`src/rtl/aac_pcm_write_feeder.sv`:
```
// PCM write feeder: packs 16-bit sample pairs into 32-bit words, buffers them and hands
// one address/data request at a time to the AXI write master, waiting for each response.
module aac_pcm_write_feeder #(
  parameter int unsigned FIFO_DEPTH   = 8,
  parameter logic [31:0] BASE_ADDR    = 32'h0000_0000,
  parameter int unsigned REGION_WORDS = 512
) (
  input  logic        aclk,
  input  logic        areset,
  input  logic [15:0] pcm_sample,
  input  logic        pcm_valid,
  input  logic        pcm_last,
  output logic        pcm_ready,
  output logic [31:0] aacaddr,
  output logic [31:0] aacdata,
  output logic        aacaddrvalid,
  output logic        aacdatavalid,
  input  logic        wr_done,
  input  logic [1:0]  wr_resp,
  output logic        frame_done,
  output logic [7:0]  err_count
);

  localparam int unsigned PW        = $clog2(FIFO_DEPTH);
  localparam logic [PW-1:0] PTR_ONE = PW'(1);
  localparam logic [PW:0] CNT_ONE   = (PW+1)'(1);
  localparam logic [PW:0] CNT_ZERO  = (PW+1)'(0);
  localparam logic [PW:0] CNT_FULL  = (PW+1)'(FIFO_DEPTH);
  localparam logic [31:0] LAST_ADDR = BASE_ADDR + 32'(4 * (REGION_WORDS - 1));

  localparam logic [1:0] ST_IDLE  = 2'd0;
  localparam logic [1:0] ST_ISSUE = 2'd1;
  localparam logic [1:0] ST_WAIT  = 2'd2;

  // FIFO entry: {last flag, packed word}
  logic [32:0]   fifo_mem_r [FIFO_DEPTH];
  logic [PW-1:0] wr_ptr_r;
  logic [PW-1:0] rd_ptr_r;
  logic [PW:0]   count_r;
  logic [15:0]   hold_r;
  logic          half_r;
  logic [1:0]    state_r;
  logic [31:0]   addr_r;

  logic          pcm_ready_r;
  logic [31:0]   aacaddr_r;
  logic [31:0]   aacdata_r;
  logic          addrvalid_r;
  logic          datavalid_r;
  logic          frame_done_r;
  logic [7:0]    err_count_r;

  logic          accept_s;
  logic          push_s;
  logic [32:0]   push_word_s;
  logic          pop_s;
  logic [PW:0]   count_nxt_s;
  logic [32:0]   head_s;

  assign accept_s = pcm_valid & pcm_ready_r;
  assign pop_s    = (state_r == ST_WAIT) & wr_done;
  assign head_s   = fifo_mem_r[rd_ptr_r];

  // Word completion: a second sample, or a lone sample flagged last, produces a push.
  always_comb begin
    push_s      = 1'b0;
    push_word_s = 33'd0;
    if (accept_s && half_r) begin
      push_s      = 1'b1;
      push_word_s = {pcm_last, pcm_sample, hold_r};
    end else if (accept_s && pcm_last) begin
      push_s      = 1'b1;
      push_word_s = {1'b1, 16'h0000, pcm_sample};
    end else begin
      push_s      = 1'b0;
      push_word_s = 33'd0;
    end
  end

  // Next occupancy; a simultaneous push and pop leaves it unchanged.
  always_comb begin
    count_nxt_s = count_r;
    case ({push_s, pop_s})
      2'b10:   count_nxt_s = count_r + CNT_ONE;
      2'b01:   count_nxt_s = count_r - CNT_ONE;
      default: count_nxt_s = count_r;
    endcase
  end

  // FIFO storage; contents are meaningless once the pointers are reset.
  always_ff @(posedge aclk) begin
    if (push_s && !areset) begin
      fifo_mem_r[wr_ptr_r] <= push_word_s;
    end
  end

  // Input packing, FIFO pointers and the registered ready flag.
  always_ff @(posedge aclk) begin
    if (areset) begin
      hold_r      <= 16'h0000;
      half_r      <= 1'b0;
      wr_ptr_r    <= '0;
      rd_ptr_r    <= '0;
      count_r     <= CNT_ZERO;
      pcm_ready_r <= 1'b1;
    end else begin
      if (accept_s) begin
        if (half_r || pcm_last) begin
          half_r <= 1'b0;
        end else begin
          hold_r <= pcm_sample;
          half_r <= 1'b1;
        end
      end
      if (push_s) begin
        wr_ptr_r <= wr_ptr_r + PTR_ONE;
      end
      if (pop_s) begin
        rd_ptr_r <= rd_ptr_r + PTR_ONE;
      end
      count_r     <= count_nxt_s;
      pcm_ready_r <= (count_nxt_s < CNT_FULL);
    end
  end

  // Request FSM: issue one word, hold it until the write response, then advance.
  always_ff @(posedge aclk) begin
    if (areset) begin
      state_r      <= ST_IDLE;
      addr_r       <= BASE_ADDR;
      aacaddr_r    <= 32'd0;
      aacdata_r    <= 32'd0;
      addrvalid_r  <= 1'b0;
      datavalid_r  <= 1'b0;
      frame_done_r <= 1'b0;
      err_count_r  <= 8'd0;
    end else begin
      addrvalid_r  <= 1'b0;
      datavalid_r  <= 1'b0;
      frame_done_r <= 1'b0;
      case (state_r)
        ST_IDLE: begin
          if (count_r != CNT_ZERO) begin
            state_r     <= ST_ISSUE;
            aacaddr_r   <= addr_r;
            aacdata_r   <= head_s[31:0];
            addrvalid_r <= 1'b1;
            datavalid_r <= 1'b1;
          end
        end
        ST_ISSUE: begin
          state_r <= ST_WAIT;
        end
        ST_WAIT: begin
          if (wr_done) begin
            state_r      <= ST_IDLE;
            frame_done_r <= head_s[32];
            // Failed writes are not retried; the address moves on regardless.
            addr_r       <= (addr_r == LAST_ADDR) ? BASE_ADDR : addr_r + 32'd4;
            if ((wr_resp != 2'b00) && (err_count_r != 8'hFF)) begin
              err_count_r <= err_count_r + 8'd1;
            end
          end
        end
        default: begin
          state_r <= ST_IDLE;
        end
      endcase
    end
  end

  assign pcm_ready    = pcm_ready_r;
  assign aacaddr      = aacaddr_r;
  assign aacdata      = aacdata_r;
  assign aacaddrvalid = addrvalid_r;
  assign aacdatavalid = datavalid_r;
  assign frame_done   = frame_done_r;
  assign err_count    = err_count_r;

endmodule
```
`config.mk`:
```
export PLATFORM = sky130hd
export DESIGN_NAME = aac_pcm_write_feeder
export DESIGN_NICKNAME = d
export VERILOG_FILES = /design/src/rtl/aac_pcm_write_feeder.sv
export SDC_FILE = /design/constraint.sdc
export NUM_CORES = 1
export LEC_CHECK = 0
export CAP_MARGIN = 5
export CORE_MARGIN = 8
export CORE_UTILIZATION = 53
export DETAILED_ROUTE_END_ITERATION = 8
export HOLD_SLACK_MARGIN = 0.02
export PLACE_DENSITY = 0.75
export SLEW_MARGIN = 0
export SYNTH_ARGS = -nofsm -noshare
export SYNTH_HDL_FRONTEND = slang
export SYNTH_SLANG_ARGS = --single-unit
```
`constraint.sdc`:
```
create_clock -name aclk -period 4.29 [get_ports aclk]
set_clock_uncertainty 0.15 [all_clocks]
set_input_delay 0.429 -clock aclk [delete_from_list [all_inputs] [get_ports aclk]]
set_output_delay 0.429 -clock aclk [all_outputs]
set_load 0.1 [all_outputs]
```
-- Word level (Yosys, flattened, before mapping)
Memory sizes are Yosys's and may differ from the RTL's. A register that Yosys moved wholly into a read port is not among the register bits.
Cells that the tools add are included.
- register bits: 136
- bits in writable memories: 264
- bits of input ports: 23
- memories: 1
- add/subtract/negate cells: 6
- order comparisons: 1
- equality and inequality tests: 8
- mux-type cells: 15
- bitwise operators: 6
- reductions and logical operators: 16
- memory list (memory ; words ; bits a word ; read ports ; clocked after memory_dff ; write ports ; RTL line ; RTL):
    fifo_mem_r ; 8 ; 33 ; 1 ; 1 ; 1 ; 36 ; logic [32:0] fifo_mem_r [FIFO_DEPTH];
- operators by type and width (kind ; count):
    $mux 33 ; 2
    $add 32x3->32 const B ; 1
    $eq 32x11->1 const B ; 1
    $mux 32 ; 1
    $add 8x1->8 const B ; 1
    $ne 8x8->1 const B ; 1
    $pmux 4 s2 ; 1
    $reduce_and 2->1 ; 4
    $add 3x1->3 const B ; 2
    $mux 1 ; 6
    $mux 3 ; 2
    $pmux 2 s3 ; 1
    $add 4x1->4 const B ; 1
    $eq 2x1->1 const B ; 2
    $eq 2x2->1 const B ; 2
    $logic_and 1x1->1 ; 4
    $lt 4x4->1 const B ; 1
    $mux 2 ; 2
    $ne 2x2->1 const B ; 2
    $not 1->1 ; 4
    $reduce_bool 4->1 ; 1
    $sub 4x1->4 const B ; 1
    $reduce_and 3->1 ; 1
    $reduce_or 3->1 ; 1
    other kinds (6) ; 7

-- Longest topological paths before layout
Gate-level depths: netlist (run 1).
- depth after elaboration: 7
- mapped depth: 11
- gate-level depth less buffers: 10

-- Worst setup path after synthesis (run 1)
No wires, ideal clock.
- kind: register to register
- from: reg pcm_ready_r, in the netlist pcm_ready
- to: mem fifo_mem_r[4][0], enable pin
- data arrival time: 4.446 ns
- setup slack: -0.777 ns
- stages on the path, launching flop included: 6
- buffers on the path: 1
- clock period less this slack: 5.067 ns
- cell sequence: dfxtp_1 > and3_1 > clkbuf_1 > nor2_1 > or3_1 > nor3b_1
- word-level cells in the longest chain between the ends: 7
- elaborated cells between the ends (all ways): 8
- those cells by class: mux (4); bitwise (1); reduce/logical (3)
- RTL lines (item ; RTL line ; RTL):
    start: declaration ; 45 ; logic pcm_ready_r;
    start signal: assignment ; 122 ; pcm_ready_r <= (count_nxt_s < CNT_FULL);
    $and 1x1->1 (*) ; 60 ; assign accept_s = pcm_valid & pcm_ready_r;
    $logic_and 1x1->1 ; 71 ; end else if (accept_s && pcm_last) begin
    $mux 1 ; 71 ;
    $mux 1 (*) ; 68 ; if (accept_s && half_r) begin
    $logic_and 1x1->1 (*) ; 92 ; if (push_s && !areset) begin
    $mux 1 (*) ; 92 ;
    $mux 1 (implied by the code) (*) ; 93 ; fifo_mem_r[wr_ptr_r] <= push_word_s;
    end: declaration ; 36 ;
Every way passes the cells marked *; elsewhere a longest branch is shown, timed or not.

-- Worst setup path in the final report (run 1)
- from: in pcm_last
- to: reg pcm_ready_r, in the netlist pcm_ready
- word-level cells in the longest chain between the ends: 6
- elaborated cells between the ends (all ways): 7
- those cells by class: order compare (1); eq/ne (2); mux (3); reduce/logical (1)
- RTL lines (item ; RTL line ; RTL):
    start: declaration ; 12 ; input logic pcm_last,
    $logic_and 1x1->1 (*) ; 71 ;
    $mux 1 (*) ; 71 ;
    $mux 1 (*) ; 68 ;
    $eq 2x1->1 or $eq 2x2->1 (tied branches) ; 83 ; case ({push_s, pop_s})
    $pmux 4 s2 (*) ; 83 ;
    $lt 4x4->1 (*) ; 122 ;
Marks and branches as above.
A chain may end at the register's enable or synchronous reset.

==> results of run 1 <==
cells in the final DEF (no fill, tap or decap), types with 7 or more instances in the layout:
cell and n:
buf_4 21, clkdlybuf4s50_1 95, and2_1 16, nand3_1 12, nand4_1 10, clkbuf_1 9, a22o_1 16, edfxtp_1 264
clkbuf_8 7, nand2_1 112, clkbuf_16 43, a21oi_1 54, a211oi_1 32, xor2_1 26, xnor2_1 18, nor4_1 11
mux4_2 66, ha_1 8, dfxtp_1 132, nor2_1 93, mux2i_1 35
area by class of cell:
type                       instances  share of cell area
clock buffer                      60              0.0664
multi-input combinational        566               0.249
inverter                           6             0.00123
sequential                       399               0.582
clock inverter                    13              0.0124
tap                              384              0.0263
timing repair buffer             118              0.0629
critical path: stages:
cell	delay, ps
clkdlybuf4s50_1	440
and3_1	320
nor2_1	410
ha_1	340
ha_1	310
a31o_2	250
a21oi_1	130
o21ai_0	130
xor2_1	170
or2_2	280
flip-flops by register name, summed over array words and instances (netlist names), named ones only:
| register | count |
|---|---|
| aacdatavalid | 1 |
| aacdata | 32 |
| addr_r | 30 |
| wr_ptr_r | 3 |
| state_r | 2 |
| frame_done | 1 |
| half_r | 1 |
| rd_ptr_r | 3 |
| pcm_ready | 1 |
| aacaddr | 30 |
| count_r | 4 |
| err_count | 8 |
| hold_r | 16 |
| fifo_mem_r | 264 |
cells by family after synthesis:
logic type	Yosys count	share of synthesized area
simple gates	298	0.0918
mux	101	0.119
buf+inv	76	0.0223
flops	399	0.688
other cells	1	0.000243
compound gates	113	0.0470
xor+xnor	44	0.0250
fa+ha+maj	8	0.00648
per-stage QoR:
stage	cells	worst slack, ps
6_report	1546	1350
2_1_floorplan	1041	-582
3_3_place_gp	1473	879
5_1_grt	1546	1190
3_5_place_dp	1473	815
4_1_cts	1546	1350
power groups by stage:
| stage | Clock [uW] | Sequential [uW] | Combinational (uW) |
|---|---|---|---|
| 2_1_floorplan | 0 | 4840 | 377 |
| 3_3_place_gp | 0 | 4340 | 1150 |
| 3_5_place_dp | 0 | 4350 | 1160 |
| 4_1_cts | 3790 | 4270 | 1170 |
| 5_1_grt | 3930 | 4280 | 1220 |
| 6_report | 3720 | 4270 | 1160 |
worst max path at each step:
stage              start               end  slack, ps  depth (start not counted)
6_report        pcm_last         pcm_ready       1350                         10
3_5_place_dp    pcm_last         pcm_ready        810                         10
4_1_cts         pcm_last         pcm_ready       1350                         10
2_1_floorplan  pcm_ready  fifo_mem_r[6][0]       -580                          6
3_3_place_gp    pcm_last         pcm_ready        880                         10
5_1_grt         pcm_last         pcm_ready       1190                         10
per-layer routing:
layer	up-vias	part of all wire	GRT usage
met4	0	0.022	0.0535
met2	265	0.48	0.298
met5	-	0	0
met3	50	0.062	0.0343
li1	4066	-	-
met1	4426	0.44	0.243
==> results.toml, run 1 <==
[detailed_routing]
ant_nets = 0
drc = 0
wire_per_inst_um = 20.8
drt_iter0_drc = 758
via_per_inst = 5.70
dr.pass1.iters = 4
wl_um = 32200
vias = 8807

[setup_path]
worstSetupPathType = "input port to flip-flop"
crit_path_start_kind = "input port"
r2r-start = "pcm_ready"
required_ps = 4550
reg2reg_setup_slack_ps = 1410
end_kind = "flip-flop"
worstPathArrival_ps = 3210
critPathMaxFanout = 12
r2r-end = "pcm_ready"
reg2reg_depth = 9

[worst_hold_path]
hold_depth = 2
hold_end = "addr_r[12]"
min_path_type = "input port to flip-flop"
min_from = "areset"

[yosys]
synthArstFlopShare = 0
yosysWarnings = 0
synth_area_per_cell_um2 = 14.8
synthTopCellsByArea = "edfxtp_1, dfxtp_1, mux4_2"
synth-seq-cells = 399
syn-cell-area_um2 = 15400
synth_edf_count = 264
synth_ff_type = "edfxtp_1"
synth_top_cell_area_share = 0.513
ys_top_cells_by_count = "edfxtp_1, dfxtp_1, nand2_1"
yosysSeqAreaShare = 0.688
synthCells = 1040
synth_cell_type_count = 49
yosys.area.top_type = "edfxtp_1"
yosysMostFrequentCell = "edfxtp_1"

[clocking]
ctsHtreeMaxLevel = 2
cts_buffers = 40
clkLatencyLatePin_ps = 530
clk_pin_slew_ps = 60
clock-sinks = 399
hold_buffers = 0
cts_root_buffer = "clkbuf_16"
clockBufferDepth = 3
cts_resized = 0
post_cts_buffers = 0
cts_tree = "yes"

[floorplan]
start_util = 0.538
core_um2 = 28700
die_width_um = 187
boundaryPins = 99
row_count = 62
dieArea_um2 = 34900
die-height_um = 187

[final_layout]
area_growth_pct = 18.3
final-seq-area_um2 = 10600
multi_input_area_um2 = 4540
fin_nets = 1162
diodes = 0
final_layout_size_suffix_gt1_frac = 0.155
fin_area_um2 = 18300
filler_cell_count = 2077
fin_util = 0.637

[place]
gp_congestion = 0.761
place_area_um2 = 16800
io_buffers = 96
dpl.hpwl_um = 19900

[timing]
rsz0062_at_grt = "false"
setup_viol = 0
tightest_slew_ps = 1020
hold_viol = 0
maxClockFrequency_mhz = 340
fin_crit_sh = 0.686
hold_ws_ps = 238
drv_slew = 0
fin_crit_ps = 2940
final.setup.tns_ps = 0
slew_headroom = 0.316

[pwr]
pwr-share-seq = 0.466
power.density_nw_per_um2 = 501
p_leak_uw = 0.00598
power_uw = 9150
swShare = 0.257
ir_worst_vdd_uv = 384
p_sw_uw = 2350
p_comb_frac = 0.127
internal_power_uw = 6800
p_clk_frac = 0.407

[run_status]
status = "complete, no violations"

[global_routing]
first_global_vias = 8804
grt_antenna_before_repair = 2
grtUsageTotal = 0.181
grt_start_max_net_pins = 65
overflow = 0
grt_pass1_wl_um = 50400

[job]
maxCapViolCount = 0
(Power assumes the default switching activity.)
==> run 2: changes to the inputs <==
- clock period: 4.29 -> 2.4 ns (I/O delays scaled with it)
==> run 2 against run 1 <==
Sequential power rose by 78%. Register-to-register slack got worse by 1300 ps. Core utilization rose by 0.56 points. Final area rose by 0.88%.
==> results.toml, run 2 (same netlist as run 1, synthesis figures left out) <==
[global_routing]
grt_antenna_before_repair = 0
grt_pass1_wl_um = 51300
met3_usage = 0.0300
grtUsageMet1 = 0.245
overflow = 0
busiest_layer = "met2"
grtUsageTotal = 0.186
use_met2 = 0.312
first_global_vias = 8862
grt_start_max_net_pins = 75

[detailed_routing]
vias = 8890
wire_per_inst_um = 20.8
ant_nets = 0
via_per_inst = 5.65
drt_iter0_drc = 858
drc = 0
wl_um = 32700
dr.pass1.iters = 5

[final_layout]
fin_nets = 1189
final_layout_size_suffix_gt1_frac = 0.241
largest_reg_flops = 264
layout_commonest_cell = "edfxtp_1"
final_cell_mix = "edfxtp_1, dfxtp_1, nand2_1"
diodes = 0
largest-register = "fifo_mem_r"
area_growth_pct = 19.3

[setup_path]
path_delay_family = "simple AND/OR/NAND/NOR gates"
max_stage_delay_ps = 360
required_ps = 2650
cp_common_cell = "ha_4"
slowest_stage = "dfxtp_4"
end_kind = "flip-flop"
r2r-end = "pcm_ready"
crit_chain = "and3_2 > nor2_4 > ha_4 > ha_4 > a31o_2 > a21oi_2 > o21ai_1 > xor2_1 > or2_2"
worstSetupPathType = "flip-flop to flip-flop"
cp.depth = 9
r2r-start = "pcm_ready"
reg2reg_setup_slack_ps = 160
cp-endpoint = "pcm_ready"
startpoint = "pcm_ready"
worstPathArrival_ps = 2500
crit_path_start_kind = "flip-flop"
worst-path-buf-inv = 0
critPathMaxFanout = 4
reg2reg_depth = 9

[timing]
slew_headroom = 0.457
fin_crit_sh = 0.933
drv_slew = 0
maxClockFrequency_mhz = 446
setup_viol = 0
finalWorstSetupSlack_ps = 160
hold_ws_ps = 201
fin_crit_ps = 2240
hold_viol = 0
rsz0062_at_grt = "false"
final.setup.tns_ps = 0
tightest_slew_ps = 815

[clocking]
ctsHtreeMaxLevel = 2
clkLatencyLatePin_ps = 540
cts_root_buffer = "clkbuf_16"
clk_pin_slew_ps = 70
cts_buffers = 39
clockBufferDepth = 3
clock-sinks = 399
post_cts_buffers = 0
cts_tree = "yes"

[floorplan]
row_count = 62
core_um2 = 28700
dieArea_um2 = 34900
boundaryPins = 99
die-height_um = 187
start_util = 0.538
die_width_um = 187

[pwr]
power.density_nw_per_um2 = 856
ir_worst_vdd_uv = 830
p_leak_uw = 0.00623
power_uw = 15800

[place]
pre_cts_ws_ps = -321
dpl.hpwl_um = 20700
gp_congestion = 0.778
io_buffers = 96

[worst_hold_path]
hold_depth = 3
min_path_type = "input port to flip-flop"

[run_status]
status = "complete, no violations"

[job]
maxCapViolCount = 0
-- run 2: cell types whose count changed in the layout (fill, tap and decap cells not counted), sizes merged, moves of 3 or more --
| cell | previous run | this run |
|---|---|---|
| clkinv | 7 | 14 |
| clkbuf | 60 | 53 |
| buf | 23 | 124 |
| bufinv | 6 | 3 |
| clkdlybuf4s50 | 95 | 21 |
-- run 2: how the worst min path moves through the flow --
stage	from	end	slack, ps
4_1_cts	pcm_sample[6]	hold_r[6]	190
5_1_grt	pcm_sample[6]	hold_r[6]	200
2_1_floorplan	pcm_sample[0]	hold_r[0]	230
6_report	pcm_sample[6]	hold_r[6]	200
3_5_place_dp	aacaddr[24]	aacaddr[24]	300
3_3_place_gp	hold_r[4]	hold_r[4]	290
-- run 2: layer usage --
layer / share of wire / wire length, um / vias up
met2: 0.50 / 16200 / 271
met1: 0.43 / 13900 / 4435
met4: 0.024 / 786 / 0
met3: 0.055 / 1820 / 54
met5: 0 / 0 / -
li1: - / - / 4130
-- run 2: timing repair --
| item | 4_1_cts | 5_1_grt |
|---|---|---|
| hold buffers | 1 | 0 |
| gates resized for setup | 0 | 4 |
| endpoints found under the setup margin | 0 | 1 |
| endpoints found under the hold margin | 2 | 0 |
-- run 2: layout make-up --
cell class | instances | area (um2)
clock buffers | 53 | 1100
clock inverters | 19 | 188
fillers | 2041 | 10300
inverters | 6 | 22.5
multi-input cells | 566 | 4610
flip-flops and latches | 399 | 10600
well taps | 384 | 480
repair buffers | 146 | 1390
-- run 2: stage by stage --
stage               area [um2]  utilization  instances
finish                   18400        0.642       1573
global route             18400        0.642       1573
floorplan                15600            -       1041
detailed placement       17100        0.596       1500
global placement         17100        0.596       1500
CTS                      18400        0.641       1573
-- run 2: power by group --
part           switching (uW)  internal [uW]
sequential                111           7490
combinational            1580            513
clock                    2530           3560
-- run 2: worst min-delay path: stages --
cell and delay [ps]:
clkdlybuf4s50_1 450, nand2_1 90, a21oi_1 60
==> run 3: changes to the inputs <==
- CORE_MARGIN: 8 -> not set
==> run 3 against run 2 <==
Setup slack worse by 110 ps. Sequential share of layout area is 0.15 points higher. Clock power is 4.4% lower. Die area is 14% lower. Global-route usage is 3.4 points higher. Sequential power hardly changed. Critical path type unchanged. Critical endpoint unchanged. Largest power group unchanged.
==> results.toml, run 3 (same netlist as run 1, synthesis figures left out) <==
[run_status]
status = "complete, no violations"

[pwr]
ir_worst_vdd_uv = 932
power.density_nw_per_um2 = 844
p_clk_frac = 0.375
p_sw_uw = 4160
p_comb_frac = 0.135
swShare = 0.268
pwr-share-seq = 0.490
p_leak_uw = 0.00622
internal_power_uw = 11400

[global_routing]
grtUsageTotal = 0.220
grt_pass1_wl_um = 50800
grt_antenna_before_repair = 0
overflow = 0
first_global_vias = 9013
grt_start_max_net_pins = 104

[clocking]
clk_pin_slew_ps = 60
cts_root_buffer = "clkbuf_16"
clock-sinks = 399
clockBufferDepth = 3
cts_buffers = 41
cts_tree = "yes"
ctsHtreeMaxLevel = 2
clkLatencyLatePin_ps = 520

[final_layout]
area_growth_pct = 19.0
fin_cells = 1575
multi_input_area_um2 = 4610
filler_cell_count = 2098
final_layout_size_suffix_gt1_frac = 0.236
diodes = 0
largest-register = "fifo_mem_r"
largest_reg_flops = 264
final-seq-area_um2 = 10600
final_cell_mix = "edfxtp_1, dfxtp_1, nand2_1"
layout_commonest_cell = "edfxtp_1"
fin_nets = 1192

[detailed_routing]
drc = 0
vias = 8828
wl_um = 31800
via_per_inst = 5.61
dr.pass1.iters = 5
wire_per_inst_um = 20.2
ant_nets = 0
drt_iter0_drc = 705

[setup_path]
r2r-end = "pcm_ready"
r2r-start = "pcm_ready"
end_kind = "flip-flop"
worstPathArrival_ps = 2610
reg2reg_depth = 9
startpoint = "pcm_ready"
cp-endpoint = "pcm_ready"
crit_path_start_kind = "flip-flop"
required_ps = 2650
critPathMaxFanout = 4
reg2reg_setup_slack_ps = 50
worstSetupPathType = "flip-flop to flip-flop"

[floorplan]
die-height_um = 173
core_um2 = 28700
dieArea_um2 = 29800
row_count = 62
die_width_um = 173
start_util = 0.538
boundaryPins = 99

[place]
dpl.cell_count = 1501
io_buffers = 96
dpl.hpwl_um = 19400
gp_congestion = 0.819

[timing]
setup_viol = 0
maxClockFrequency_mhz = 425
fin_crit_ps = 2350
slew_headroom = 0.455
fin_crit_sh = 0.980
tightest_slew_ps = 818
drv_slew = 0
hold_viol = 0
final.setup.tns_ps = 0

[worst_hold_path]
min_path_type = "input port to flip-flop"

[job]
maxCapViolCount = 0
-- run 3: layer usage --
metal / vias up / wire length [um] / track usage
li1: 4124 / - / -
met2: 254 / 15400 / 0.352
met3: 62 / 1830 / 0.0325
met5: - / 0 / 0
met4: 0 / 907 / 0.0778
met1: 4388 / 13700 / 0.310
-- run 3: worst min path at each step --
| stage | start | to | slack, ps | cells past startpoint |
|---|---|---|---|---|
| 3_5_place_dp | hold_r[8] | hold_r[8] | 300 | 2 |
| 2_1_floorplan | pcm_sample[0] | hold_r[0] | 230 | 2 |
| 3_3_place_gp | hold_r[2] | hold_r[2] | 290 | 2 |
| 4_1_cts | pcm_sample[11] | hold_r[11] | 160 | 3 |
| 5_1_grt | pcm_sample[11] | hold_r[11] | 190 | 3 |
| 6_report | pcm_sample[11] | hold_r[11] | 170 | 3 |
-- run 3: worst max-delay path: stages, from the launching register on --
cell,delay (ps)
dfxtp_4,360
and3_1,200
nor2_4,190
ha_4,180
ha_4,200
a31o_2,230
a21oi_1,180
o21ai_1,110
xor2_1,160
or2_2,270
-- run 3: through the flow --
stage	util	power, uW	worst slack [ps]	hold slack [ps]	area, um2
2_1_floorplan	-	9340	-420	226	15600
3_3_place_gp	0.597	9820	-335	292	17100
3_5_place_dp	0.597	9850	-373	297	17100
4_1_cts	0.640	15600	12.1	158	18400
5_1_grt	0.640	16000	-24.2	194	18400
6_report	0.640	15500	47.9	175	18400
-- run 3: final cells by class --
| class | count | share of cell area |
|---|---|---|
| clock buffers | 54 | 0.0601 |
| clock inverters | 19 | 0.00653 |
| inverters | 6 | 0.00123 |
| multi-input cells | 566 | 0.251 |
| flip-flops and latches | 399 | 0.579 |
| well taps | 384 | 0.0261 |
| repair buffers | 147 | 0.0766 |
-- run 3: repair_timing --
| item | 4_1_cts | 5_1_grt |
|---|---|---|
| hold buffers | 1 | 0 |
| hold endpoints to repair | 10 | 0 |
| resized for setup | 1 | 2 |
| setup buffers | 0 | 0 |
| pin swaps | 1 | 1 |
| endpoints found under the setup margin | 1 | 1 |
-- run 3: power groups by stage --
stage	Combinational, uW	Sequential [uW]	Clock, uW
2_1_floorplan	688	8650	0
3_3_place_gp	2080	7740	0
3_5_place_dp	2100	7750	0
4_1_cts	2110	7610	5900
5_1_grt	2210	7630	6190
6_report	2090	7610	5820
